<file path="src/rtl/char_serializer.sv">
// char_serializer: buffers WORD_SIZE-bit characters and sends each one as an async serial frame (start, LSB-first data, stop).
// Latency: a word pushed into an empty idle block at edge N is popped at N+1 and tx drops at N+2; frames are (WORD_SIZE+2)*CLKS_PER_BIT cycles.
// Backpressure: din_ready is low while the FIFO holds FIFO_DEPTH words, including on a cycle that also pops.
//
// Ports:
//   clk, rst_n  - system clock, asynchronous active-low reset
//   din         - character from the RAM read bus
//   din_valid   - din holds a character to accept
//   din_ready   - a character can be accepted this cycle
//   tx          - serial line, idle high, registered
//   busy        - a frame is in progress, registered so it lines up with tx
//   count       - current FIFO occupancy
module char_serializer #(
  parameter int WORD_SIZE    = 16,
  parameter int CLKS_PER_BIT = 4,
  parameter int FIFO_DEPTH   = 4
) (
  input  logic                        clk,
  input  logic                        rst_n,
  input  logic [WORD_SIZE-1:0]        din,
  input  logic                        din_valid,
  output logic                        din_ready,
  output logic                        tx,
  output logic                        busy,
  output logic [$clog2(FIFO_DEPTH):0] count
);

  localparam int AW = $clog2(FIFO_DEPTH);
  localparam int CW = $clog2(CLKS_PER_BIT) + 1;
  localparam int BW = $clog2(WORD_SIZE) + 1;

  typedef logic [AW-1:0]        ptr_t;
  typedef logic [AW:0]          cnt_t;
  typedef logic [CW-1:0]        cyc_t;
  typedef logic [BW-1:0]        bit_t;
  typedef logic [WORD_SIZE-1:0] word_t;

  localparam cnt_t FULL_CNT = cnt_t'(FIFO_DEPTH);
  localparam cyc_t LAST_CYC = cyc_t'(CLKS_PER_BIT - 1);
  localparam bit_t LAST_BIT = bit_t'(WORD_SIZE - 1);

  typedef enum logic [1:0] {IDLE, START, DATA, STOP} state_t;

  word_t  mem [FIFO_DEPTH];
  ptr_t   wr_ptr, rd_ptr;
  state_t state, state_d;
  word_t  shift, shift_d;
  bit_t   bit_idx, bit_d;
  cyc_t   cyc, cyc_d;
  logic   tx_d;
  logic   push, pop;
  logic   last_cyc;

  // No bypass: a full FIFO refuses input even when the FSM pops that cycle.
  assign din_ready = (count < FULL_CNT);
  assign push      = din_valid && din_ready;

  always_comb begin
    state_d  = state;
    shift_d  = shift;
    bit_d    = bit_idx;
    cyc_d    = cyc;
    pop      = 1'b0;
    tx_d     = 1'b1;
    last_cyc = (cyc == LAST_CYC);
    case (state)
      IDLE: begin
        if (count != '0) begin
          pop     = 1'b1;
          shift_d = mem[rd_ptr];
          bit_d   = '0;
          cyc_d   = '0;
          state_d = START;
        end
      end
      START: begin
        tx_d = 1'b0;
        if (last_cyc) begin
          cyc_d   = '0;
          bit_d   = '0;
          state_d = DATA;
        end else begin
          cyc_d = cyc + cyc_t'(1);
        end
      end
      DATA: begin
        tx_d = shift[0];
        if (last_cyc) begin
          cyc_d   = '0;
          shift_d = shift >> 1;
          if (bit_idx == LAST_BIT) begin
            state_d = STOP;
          end else begin
            bit_d = bit_idx + bit_t'(1);
          end
        end else begin
          cyc_d = cyc + cyc_t'(1);
        end
      end
      STOP: begin
        tx_d = 1'b1;
        if (last_cyc) begin
          cyc_d = '0;
          // Chain straight into the next start bit so queued frames abut.
          if (count != '0) begin
            pop     = 1'b1;
            shift_d = mem[rd_ptr];
            bit_d   = '0;
            state_d = START;
          end else begin
            state_d = IDLE;
          end
        end else begin
          cyc_d = cyc + cyc_t'(1);
        end
      end
      default: state_d = IDLE;
    endcase
  end

  always_ff @(posedge clk or negedge rst_n) begin
    if (!rst_n) begin
      wr_ptr  <= '0;
      rd_ptr  <= '0;
      count   <= '0;
      state   <= IDLE;
      shift   <= '0;
      bit_idx <= '0;
      cyc     <= '0;
      tx      <= 1'b1;
      busy    <= 1'b0;
    end else begin
      if (push) wr_ptr <= wr_ptr + ptr_t'(1);
      if (pop)  rd_ptr <= rd_ptr + ptr_t'(1);
      case ({push, pop})
        2'b10:   count <= count + cnt_t'(1);
        2'b01:   count <= count - cnt_t'(1);
        default: count <= count;
      endcase
      state   <= state_d;
      shift   <= shift_d;
      bit_idx <= bit_d;
      cyc     <= cyc_d;
      tx      <= tx_d;
      // Registered from state so busy covers exactly the cycles tx spends in a frame.
      busy    <= (state != IDLE);
    end
  end

  // Character storage needs no reset; occupancy is tracked by count.
  always_ff @(posedge clk) begin
    if (push) mem[wr_ptr] <= din;
  end

endmodule

</file>
<file path="config.mk">
export PLATFORM = sky130hd
export DESIGN_NAME = char_serializer
export DESIGN_NICKNAME = d
export VERILOG_FILES = /design/src/rtl/char_serializer.sv
export SDC_FILE = /design/constraint.sdc
export NUM_CORES = 1
export LEC_CHECK = 0
export ABC_AREA = 0
export CORE_ASPECT_RATIO = 0.8
export CORE_MARGIN = 4
export CORE_UTILIZATION = 67
export CTS_CLUSTER_SIZE = 16
export DETAILED_ROUTE_END_ITERATION = 10
export DONT_BUFFER_PORTS = 1
export GPL_TIMING_DRIVEN = 0
export PLACE_DENSITY = 0.94
export SLEW_MARGIN = 20
export SYNTH_ARGS = -nofsm -noshare
export SYNTH_HDL_FRONTEND = slang
export SYNTH_SLANG_ARGS = --single-unit
export TNS_END_PERCENT = 10
</file>
<file path="constraint.sdc">
create_clock -name clk -period 4.96 [get_ports clk]
set_input_delay 0.248 -clock clk [delete_from_list [all_inputs] [get_ports clk]]
set_output_delay 0.248 -clock clk [all_outputs]
set_load 0.01 [all_outputs]
</file>
# Yosys cells after proc, flatten, opt, wreduce, memory -nomap -nowiden
# Memories as Yosys holds them, arrays and structs flattened.
# Index checks and enable logic that the tools add are counted.
word_totals:
  regBits: 35
  mem_bits_rw: 64
  input_bits: 19
  output_inout_bits: 6
  memories: 1
op_classes:
  add_sub_neg: 6
  magnitude_cmp: 1
  n_eq_ne: 13
  n_mux: 27
  n_reduce_logical: 10
memory_table:
  columns: ["memory", "words", "word_bits", "rd", "rd_ports_with_merged_regs", "write_ports", "line_no", "text"]
  rows:
  - ["mem", 4, 16, 1, 0, 1, "44", "word_t mem [FIFO_DEPTH];"]
ops:
  columns: ["op", "count"]
  rows:
  - ["$mux W16", 3]
  - ["$pmux W16 S3", 1]
  - ["$mux W5", 5]
  - ["$pmux W5 S4", 1]
  - ["$ne A2 B2 Y1 const B", 6]
  - ["$pmux W3 S2", 2]
  - ["$mux W2", 5]
  - ["$pmux W2 S4", 1]
  - ["$add A3 B1 Y3 const B", 2]
  - ["$eq A2 B2 Y1 const B", 3]
  - ["$mux W3", 2]
  - ["$reduce_bool A3 Y1", 2]
  - ["$add A5 B1 Y5 const B", 1]
  - ["$eq A5 B4 Y1 const B", 1]
  - ["$mux W1", 5]
  - ["$reduce_and A5 Y1", 1]
  - ["$add A2 B1 Y2 const B", 2]
  - ["$eq A2 B1 Y1 const B", 2]
  - ["$pmux W1 S2", 2]
  - ["$reduce_and A4 Y1", 1]
  - ["$reduce_bool A2 Y1", 2]
  - ["$eq A3 B2 Y1 const B", 1]
  - ["$lt A3 B3 Y1 const B", 1]
  - ["$reduce_and A3 Y1", 1]
  - ["other kinds (4)", 4]

# Longest topological paths before layout
# Gate-level depths: netlist of run 1.
depth:
  depth_word: 6
  depth_mapped: 10
  mapped_depth_nobuf: 10

# Worst setup path before layout of run 1
# No wires, ideal clock.
synth_path:
  kind: "reg-to-reg"
  startpoint: "register state[0]"
  endpoint: "register count[2]"
  setup_time_ns: 0.080
  arrival_ns: 2.090
  required_ns: 4.880
  slack_ns: 2.790
  path_stages_with_launch: 10
  synth_period_minus_slack_ns: 2.170
  path_cell_list: "dfrtp_1 inv_1 ha_1 a211oi_1 ha_1 inv_1 fa_1 xor2_1 nor2_1 xnor2_1"
synth_between:
  elab_chain_len: 4
synth_rtl:
  columns: ["item", "line_no", "text"]
  rows:
  - ["from (decl)", "46", "state_t state, state_d;"]
  - ["from (signal assigned)", "140", "state <= state_d;"]
  - ["$eq A2 B2 Y1 or $logic_not A2 Y1 (tied branches)", "66", "case (state)"]
  - ["$pmux W1 S2 *", "66", null]
  - ["net pop", "51", "logic push, pop;"]
  - ["$eq A2 B1 Y1 or $eq A2 B2 Y1 (tied branches)", "135", "case ({push, pop})"]
  - ["$pmux W3 S2 or $reduce_bool A2 Y1 (tied branches)", null, null]
  - ["to (signal assigned)", "136", "2'b10: count <= count + cnt_t'(1);"]
  - ["to (signal assigned)", "137", "2'b01: count <= count - cnt_t'(1);"]
  - ["to (signal assigned)", "138", "default: count <= count;"]
  - ["to (decl)", "25", "output logic [$clog2(FIFO_DEPTH):0] count"]
# The timed path passes the listed nets; every way through them passes the cells marked *.
# A chain may end at the register's enable or synchronous reset.

# Final worst setup path of run 1
# Ends and elaborated chain as after synthesis.

==> summary.md, run 1 <==
| Metric | Value |
|---|---|
| Root Buffer | `clkbuf_8` |
| Initial antenna violation count | `0` |
| Total gr overflow | `0` |
| Synth Flop Type | `edfxtp_1` |
| Largest family of logic cells by synthesized area | `compound AO/OA/AOI/OAI gates` |
| H-tree Lvls | `3` |
| Hold WS | `0.329 ns` |
| Internal power | `1.74 mW` |
| Hpwl dp | `5.11 mm` |
| Cell with the most instances after synthesis | `edfxtp_1` |
| Max Buffers Root-to-Sink | `2` |
| Yosys top cell by area | `edfxtp_1` |
| Initial Utilization | `69.8%` |
| Finished Layout Cells | `415` |
| First drt pass iteration count | `5` |
| Max-capacitance violation count | `0` |
| WP buf/inv | `3` |
| Post-DRT Antenna Nets | `0` |
| Design Power | `2.98 mW` |
| Most used cell along the critical path | `inv_1` |
| Synth top area cells | `edfxtp_1 (46%), dfrtp_1 (20%), mux2i_1 (7.2%), a21oi_1 (4.0%), ha_1 (3.9%)` |
| Slowest cell on the critical path | `a211oi_1` |
| CP Class | `flop to flop` |
| CP max stage delay | `0.51 ns` |
| Synth Register Bits | `99` |
| Total Nets Final | `362` |
| Reg power frac | `41.6%` |
| Syn Area/Cell | `13.9 um2` |
| Final setup fails | `0` |
| Leak | `1.80 nW` |
| Final worst-path setup slack | `2.27 ns` |
| Clock share of power | `17.6%` |
| WL/cell | `23.6 um` |
| Core area | `5970 um2` |
| Synth async-reset ratio | `35.4%` |
| Post-synth cell types | `39` |
| Area of the mapped netlist | `4170 um2` |
| Post-synth top cells | `edfxtp_1 (64), dfrtp_1 (34), a21oi_1 (33), mux2i_1 (30), nor2_1 (18)` |
| Top cell type's share of synthesized area | `46.1%` |
| Combinational fraction of design power | `40.8%` |
| Post-Route WL | `9.78 mm` |
| Post-synth EDFFs | `64` |
| Adder and majority gate portion of the synthesized area | `4.38%` |
| Sw Pwr | `1.24 mW` |
| Final hold vios | `0` |
| YS warnings | `0` |
| Simple-Gate Fraction of Synth Area | `6.60%` |
| CTS sink count | `99` |
| Post-place setup slack | `2.40 ns` |
| Post-Synth XOR/XNOR Area | `1.26%` |
| Clock-pin slew on the worst setup and hold paths | `0.12 ns` |
| CTS tree | `done` |
| Resized Gates After CTS | `0` |
| Outcome | `finished clean` |
| Area fraction in compound gates after synthesis | `9.85%` |
| Clk_lat worst skew | `0.39 ns` |
| Initial DRC Count | `395` |
| Diode count | `0` |
| Die height | `78.5 um` |
| Max Clock Skew | `0.0237 ns` |
| CP required | `5.26 ns` |
| PortBufs | `0` |
| First-pass GRT wire length | `16.1 mm` |
| Largest net degree at the start of global routing | `36` |
| Cell Chain, Critical Path | `inv_1 > ha_1 > inv_1 > a211oi_1 > ha_1 > inv_1 > fa_1 > xor2_1 > nor2_1 > xnor2_1` |
| Power Dens Cells | `640 nW/um2` |
| Cts hold-fix bufs | `18` |
| Slew Limit Fails | `0` |
| Total track usage | `29.7%` |
| Max VDD drop | `371 uV` |
| Gate count after technology mapping | `300` |
| Unrepaired setup endpoints after global routing | `false` |
| HP Class | `input pin to asynchronous set/reset pin` |
| Syn Nets | `333` |
| Vias post-DR | `2727` |
| Slew HR | `36.4%` |
| Worst Path Arrival | `2.99 ns` |
| Number of post-CTS setup repair buffers | `0` |
| Number of global-route vias before repair | `2970` |
| Setup TNS | `0 ns` |
| Die area | `7550 um2` |
| Rows | `25` |
| Sequential element share of the synthesized area | `67.2%` |
| Final Wtd Congestion | `0.817` |
| Worst setup EP type | `flop` |
| Max Fclk | `372 MHz` |
| Chip width | `96.2 um` |
| Num ports | `25` |
| Worst-margin pin slew | `0.954 ns` |
| Share of layout cells above drive strength 1 | `10.5%` |
| Sw frac | `41.7%` |
| Residual DRC count | `0` |
| Multiplexer share of the synthesized area | `8.02%` |
| Placed Cells | `381` |
| Final worst-path cycle share | `54.2%` |
| Avg Vias per Cell | `6.57` |
| CP top delay family | `adder cells` |
| CP Launch Type | `flop` |
| P&R area growth vs syn | `11.8%` |
| Crit path max fanout | `4` |
| Final min period | `2.69 ns` |
| Num CTS Buffers | `9` |
-- per-layer routing --
metal	up-vias	routed length [um]	GRT usage, %
li1	1162	-	-
met1	1328	3550	36.5
met2	193	5010	47.3
met3	44	807	8.14
met4	0	412	16.6
met5	-	0	0
-- power groups by stage --
| stage | logic, mW | clock network [mW] | registers (mW) |
|---|---|---|---|
| floorplan | 0.827 | 0 | 1.20 |
| global route | 1.32 | 0.561 | 1.25 |
| detailed placement | 1.07 | 0 | 1.24 |
| finish | 1.22 | 0.524 | 1.24 |
| CTS | 1.12 | 0.517 | 1.22 |
| global placement | 0.993 | 0 | 1.22 |
-- final timing paths --
kind                       slack (ns)  cells past startpoint        from         end
max                              2.27                     10    state[0]    count[2]
min                              0.33                      2       rst_n   shift[10]
max reg2reg                      2.27                     10    state[0]    count[2]
min reg2reg                      0.52                      1  bit_idx[3]  bit_idx[3]
max in group asynchronous        4.39                      2       rst_n          tx
min in group clk                 0.35                      3   din_valid   wr_ptr[0]
-- state kept, by name, summed over array words and instances (netlist names) --
signal   flops
state        2
cyc          3
mem         64
wr_ptr       2
busy         1
count        3
shift       16
tx           1
bit_idx      5
rd_ptr       2
-- cell families after synthesis --
| kind of cell | after synthesis |
|---|---|
| flops | 99 |
| compound gates | 68 |
| simple gates | 53 |
| mux | 32 |
| buf+inv | 28 |
| fa+ha+maj | 14 |
| xor+xnor | 6 |
-- cells in the final DEF, fill, tap and decap left out, types with 7 or more instances in the layout --
cell,n
a21oi_1,33
buf_2,7
clkbuf_1,7
clkbuf_8,9
dfrtp_1,34
dlygate4sd3_1,17
edfxtp_1,64
ha_1,13
inv_1,14
mux2i_1,30
nand2_1,9
nor2_1,18
o21ai_0,7
o22ai_1,16
-- stage by stage --
step / util (%) / instance area, um2
floorplan: - / 4170
global placement: 71.5 / 4270
detailed placement: 71.5 / 4270
CTS: 78.0 / 4660
global route: 78.0 / 4660
finish: 78.0 / 4660
-- cell type report --
type	instances	area, um2
multi-input cells	173	1250
plain buffers	14	61.3
flip-flops and latches	99	2800
clock inverters	7	77.6
repair buffers	18	190
well taps	81	101
inverters	14	52.6
clock buffers	9	124
fillers	285	1310
Power figures use the tool's default switching activity.
==> inputs of run 2 (changes only) <==
--- a/config.mk
+++ b/config.mk
@@ -8,12 +8,12 @@
 export ABC_AREA = 0
 export CORE_ASPECT_RATIO = 0.8
 export CORE_MARGIN = 4
-export CORE_UTILIZATION = 67
+export CORE_UTILIZATION = 62
 export CTS_CLUSTER_SIZE = 16
 export DETAILED_ROUTE_END_ITERATION = 10
 export DONT_BUFFER_PORTS = 1
 export GPL_TIMING_DRIVEN = 0
-export PLACE_DENSITY = 0.94
+export PLACE_DENSITY = 0.89
 export SLEW_MARGIN = 20
 export SYNTH_ARGS = -nofsm -noshare
 export SYNTH_HDL_FRONTEND = slang
==> constraint.sdc (replaced) <==
create_clock -name clk -period 2.7 [get_ports clk]
set_input_delay 0.135 -clock clk [delete_from_list [all_inputs] [get_ports clk]]
set_output_delay 0.135 -clock clk [all_outputs]
set_load 0.01 [all_outputs]
==> summary.md, run 2 (same netlist as run 1, synthesis figures left out) <==
| Metric | Value |
|---|---|
| Setup TNS | `0 ns (unchanged)` |
| Share of layout cells above drive strength 1 | `10.5% (unchanged)` |
| Most flops, register | `mem` |
| Max Fclk | `404 MHz (+8.7%)` |
| Largest regs | `mem: 64 flops, shift: 16 flops, bit_idx: 5 flops` |
| Worst setup EP type | `flop` |
| Slew HR | `39.5% (+3.1 points)` |
| Avg Vias per Cell | `5.81 (-12%)` |
| Clock-pin slew on the worst setup and hold paths | `0.10 ns (-0.02 ns)` |
| Clk_lat worst skew | `0.38 ns (about the same)` |
| CP Class | `flop to flop` |
| Resized Gates After CTS | `0 (unchanged)` |
| WL/cell | `18.9 um (-20%)` |
| Root Buffer | `clkbuf_8` |
| CTS tree | `done` |
| CP max stage delay | `0.46 ns (-0.05 ns)` |
| Slew Limit Fails | `0 (unchanged)` |
| First-pass GRT wire length | `12.7 mm (-21%)` |
| Num CTS Buffers | `9 (unchanged)` |
| Final setup fails | `0 (unchanged)` |
| Final Wtd Congestion | `0.771 (-5.7%)` |
| Initial DRC Count | `226 (-43%)` |
| HP Class | `input pin to asynchronous set/reset pin` |
| GR Util met2 | `34.2% (-13 points)` |
| Core area | `6440 um2 (+7.8%)` |
| Hpwl dp | `4.78 mm (-6.6%)` |
| Grt met1 use | `28.4% (-8.1 points)` |
| CP required | `2.99 ns (-2.27 ns)` |
| # fillers | `424 (+49%)` |
| Post-DRT Antenna Nets | `0 (unchanged)` |
| Most common cell after layout, fill and taps aside | `edfxtp_1` |
| Worst-margin pin slew | `0.907 ns (-0.0472 ns)` |
| Fin util | `72.2% (-5.8 points)` |
| Routing usage on met3 | `5.67% (-2.5 points)` |
| P&R area growth vs syn | `11.6%` |
| Die height | `81.3 um (+3.6%)` |
| PortBufs | `0 (unchanged)` |
| Number of global-route vias before repair | `2517 (-15%)` |
| Leak | `1.80 nW (about the same)` |
| Final min period | `2.47 ns (-0.216 ns)` |
| GRT busiest layer | `met2` |
| Most frequent cells in the layout | `edfxtp_1 (64), dfrtp_1 (34), a21oi_1 (33), mux2i_1 (30), nor2_1 (18)` |
| Max Buffers Root-to-Sink | `2 (unchanged)` |
| Initial Utilization | `64.7% (-5.1 points)` |
| Register area | `2800 um2 (unchanged)` |
| Die area | `8110 um2 (+7.3%)` |
| First drt pass iteration count | `5 (unchanged)` |
| Crit path max fanout | `4 (unchanged)` |
| Rows | `26 (+4.0%)` |
| Cts hold-fix bufs | `18 (unchanged)` |
| Multi-input gate area | `1250 um2 (unchanged)` |
| Post-Route WL | `7.90 mm (-19%)` |
| Vias post-DR | `2430 (-11%)` |
| Num ports | `25 (unchanged)` |
| Final hold vios | `0 (unchanged)` |
| Power Dens Cells | `1110 nW/um2 (+73%)` |
| Diode count | `0 (unchanged)` |
| Largest register FFs | `64 (unchanged)` |
| Final worst-path cycle share | `91.6% (+37 points)` |
| Slowest cell on the critical path | `a211oi_1` |
| Cell Chain, Critical Path | `inv_1 > ha_1 > a211oi_1 > ha_1 > inv_1 > fa_1 > xor2_1 > nor2_1 > xnor2_1` |
| Outcome | `finished clean` |
| H-tree Lvls | `3 (unchanged)` |
| Chip width | `99.7 um (+3.6%)` |
| Number of post-CTS setup repair buffers | `0 (unchanged)` |
| Unrepaired setup endpoints after global routing | `false` |
| Total track usage | `21.4% (-8.4 points)` |
| CP Launch Type | `flop` |
| Max VDD drop | `669 uV (+80%)` |
| Initial antenna violation count | `0 (unchanged)` |
| Max Clock Skew | `0.0181 ns (-0.00568 ns)` |
| Total gr overflow | `0 (unchanged)` |
| Total Nets Final | `362 (unchanged)` |
| CTS sink count | `99 (unchanged)` |
| Residual DRC count | `0 (unchanged)` |
| Max-capacitance violation count | `0 (unchanged)` |
| Worst Path Arrival | `2.77 ns (-0.22 ns)` |
| Largest net degree at the start of global routing | `36 (unchanged)` |
-- run 2: cell type report --
class                           count  share of cell area [%]
Buffer                             14                    1.32
Clock buffer                        9                    2.66
Clock inverter                      7                    1.40
Inverter                           14                    1.13
Multi-Input combinational cell    173                    27.0
Sequential cell                    99                    60.2
Tap cell                           84                    2.26
Timing Repair Buffer               18                    4.09
-- run 2: critical path: cells and delay by family, from the launching register on --
family	cells	cell delay (ns)
adder cells (fa/ha/maj)	3	0.98
AO/OA/AOI/OAI	1	0.46
AND/OR/NAND/NOR	1	0.12
flip-flops	1	0.40
XOR/XNOR	2	0.28
buffers and inverters	2	0.17
-- run 2: final timing paths --
check	depth (start not counted)	to	start	slack (ns)
worst min register to register	1	bit_idx[3]	bit_idx[3]	0.53
worst min-delay path	2	count[2]	rst_n	0.23
worst max register to register	9	count[2]	state[0]	0.23
max in group asynchronous	2	tx	rst_n	2.22
min in group clk	3	wr_ptr[0]	din_valid	0.23
worst max-delay path	9	count[2]	state[0]	0.23
-- run 2: per-stage QoR --
| step | setup WS, ns | instance area [um2] | power, mW | hold slack (ns) | std cells |
|---|---|---|---|---|---|
| 2_1_floorplan | 0.530 | 4170 | 3.73 | -0.161 | 300 |
| 3_3_place_gp | 0.372 | 4270 | 4.10 | -0.160 | 384 |
| 3_5_place_dp | 0.299 | 4270 | 4.21 | -0.160 | 384 |
| 4_1_cts | 0.275 | 4650 | 5.15 | 0.212 | 418 |
| 5_1_grt | 0.0603 | 4650 | 5.52 | 0.251 | 418 |
| 6_report | 0.227 | 4650 | 5.16 | 0.230 | 418 |
-- run 2: report_power, final --
| part | switching [mW] | leakage [nW] | internal, mW |
|---|---|---|---|
| registers | 0.221 | 0.998 | 2.02 |
| logic | 1.21 | 0.707 | 0.792 |
| clock network | 0.562 | 0.0999 | 0.361 |
| total | 1.99 | 1.80 | 3.17 |
-- run 2: routing by layer --
metal  routed length, um  vias up  part of all wire (%)
met5                   0        -                     0
met4                 100        0                   1.3
met3                 426       12                   5.4
met2                3840       69                    49
met1                3530     1190                    45
li1                    -     1159                     -
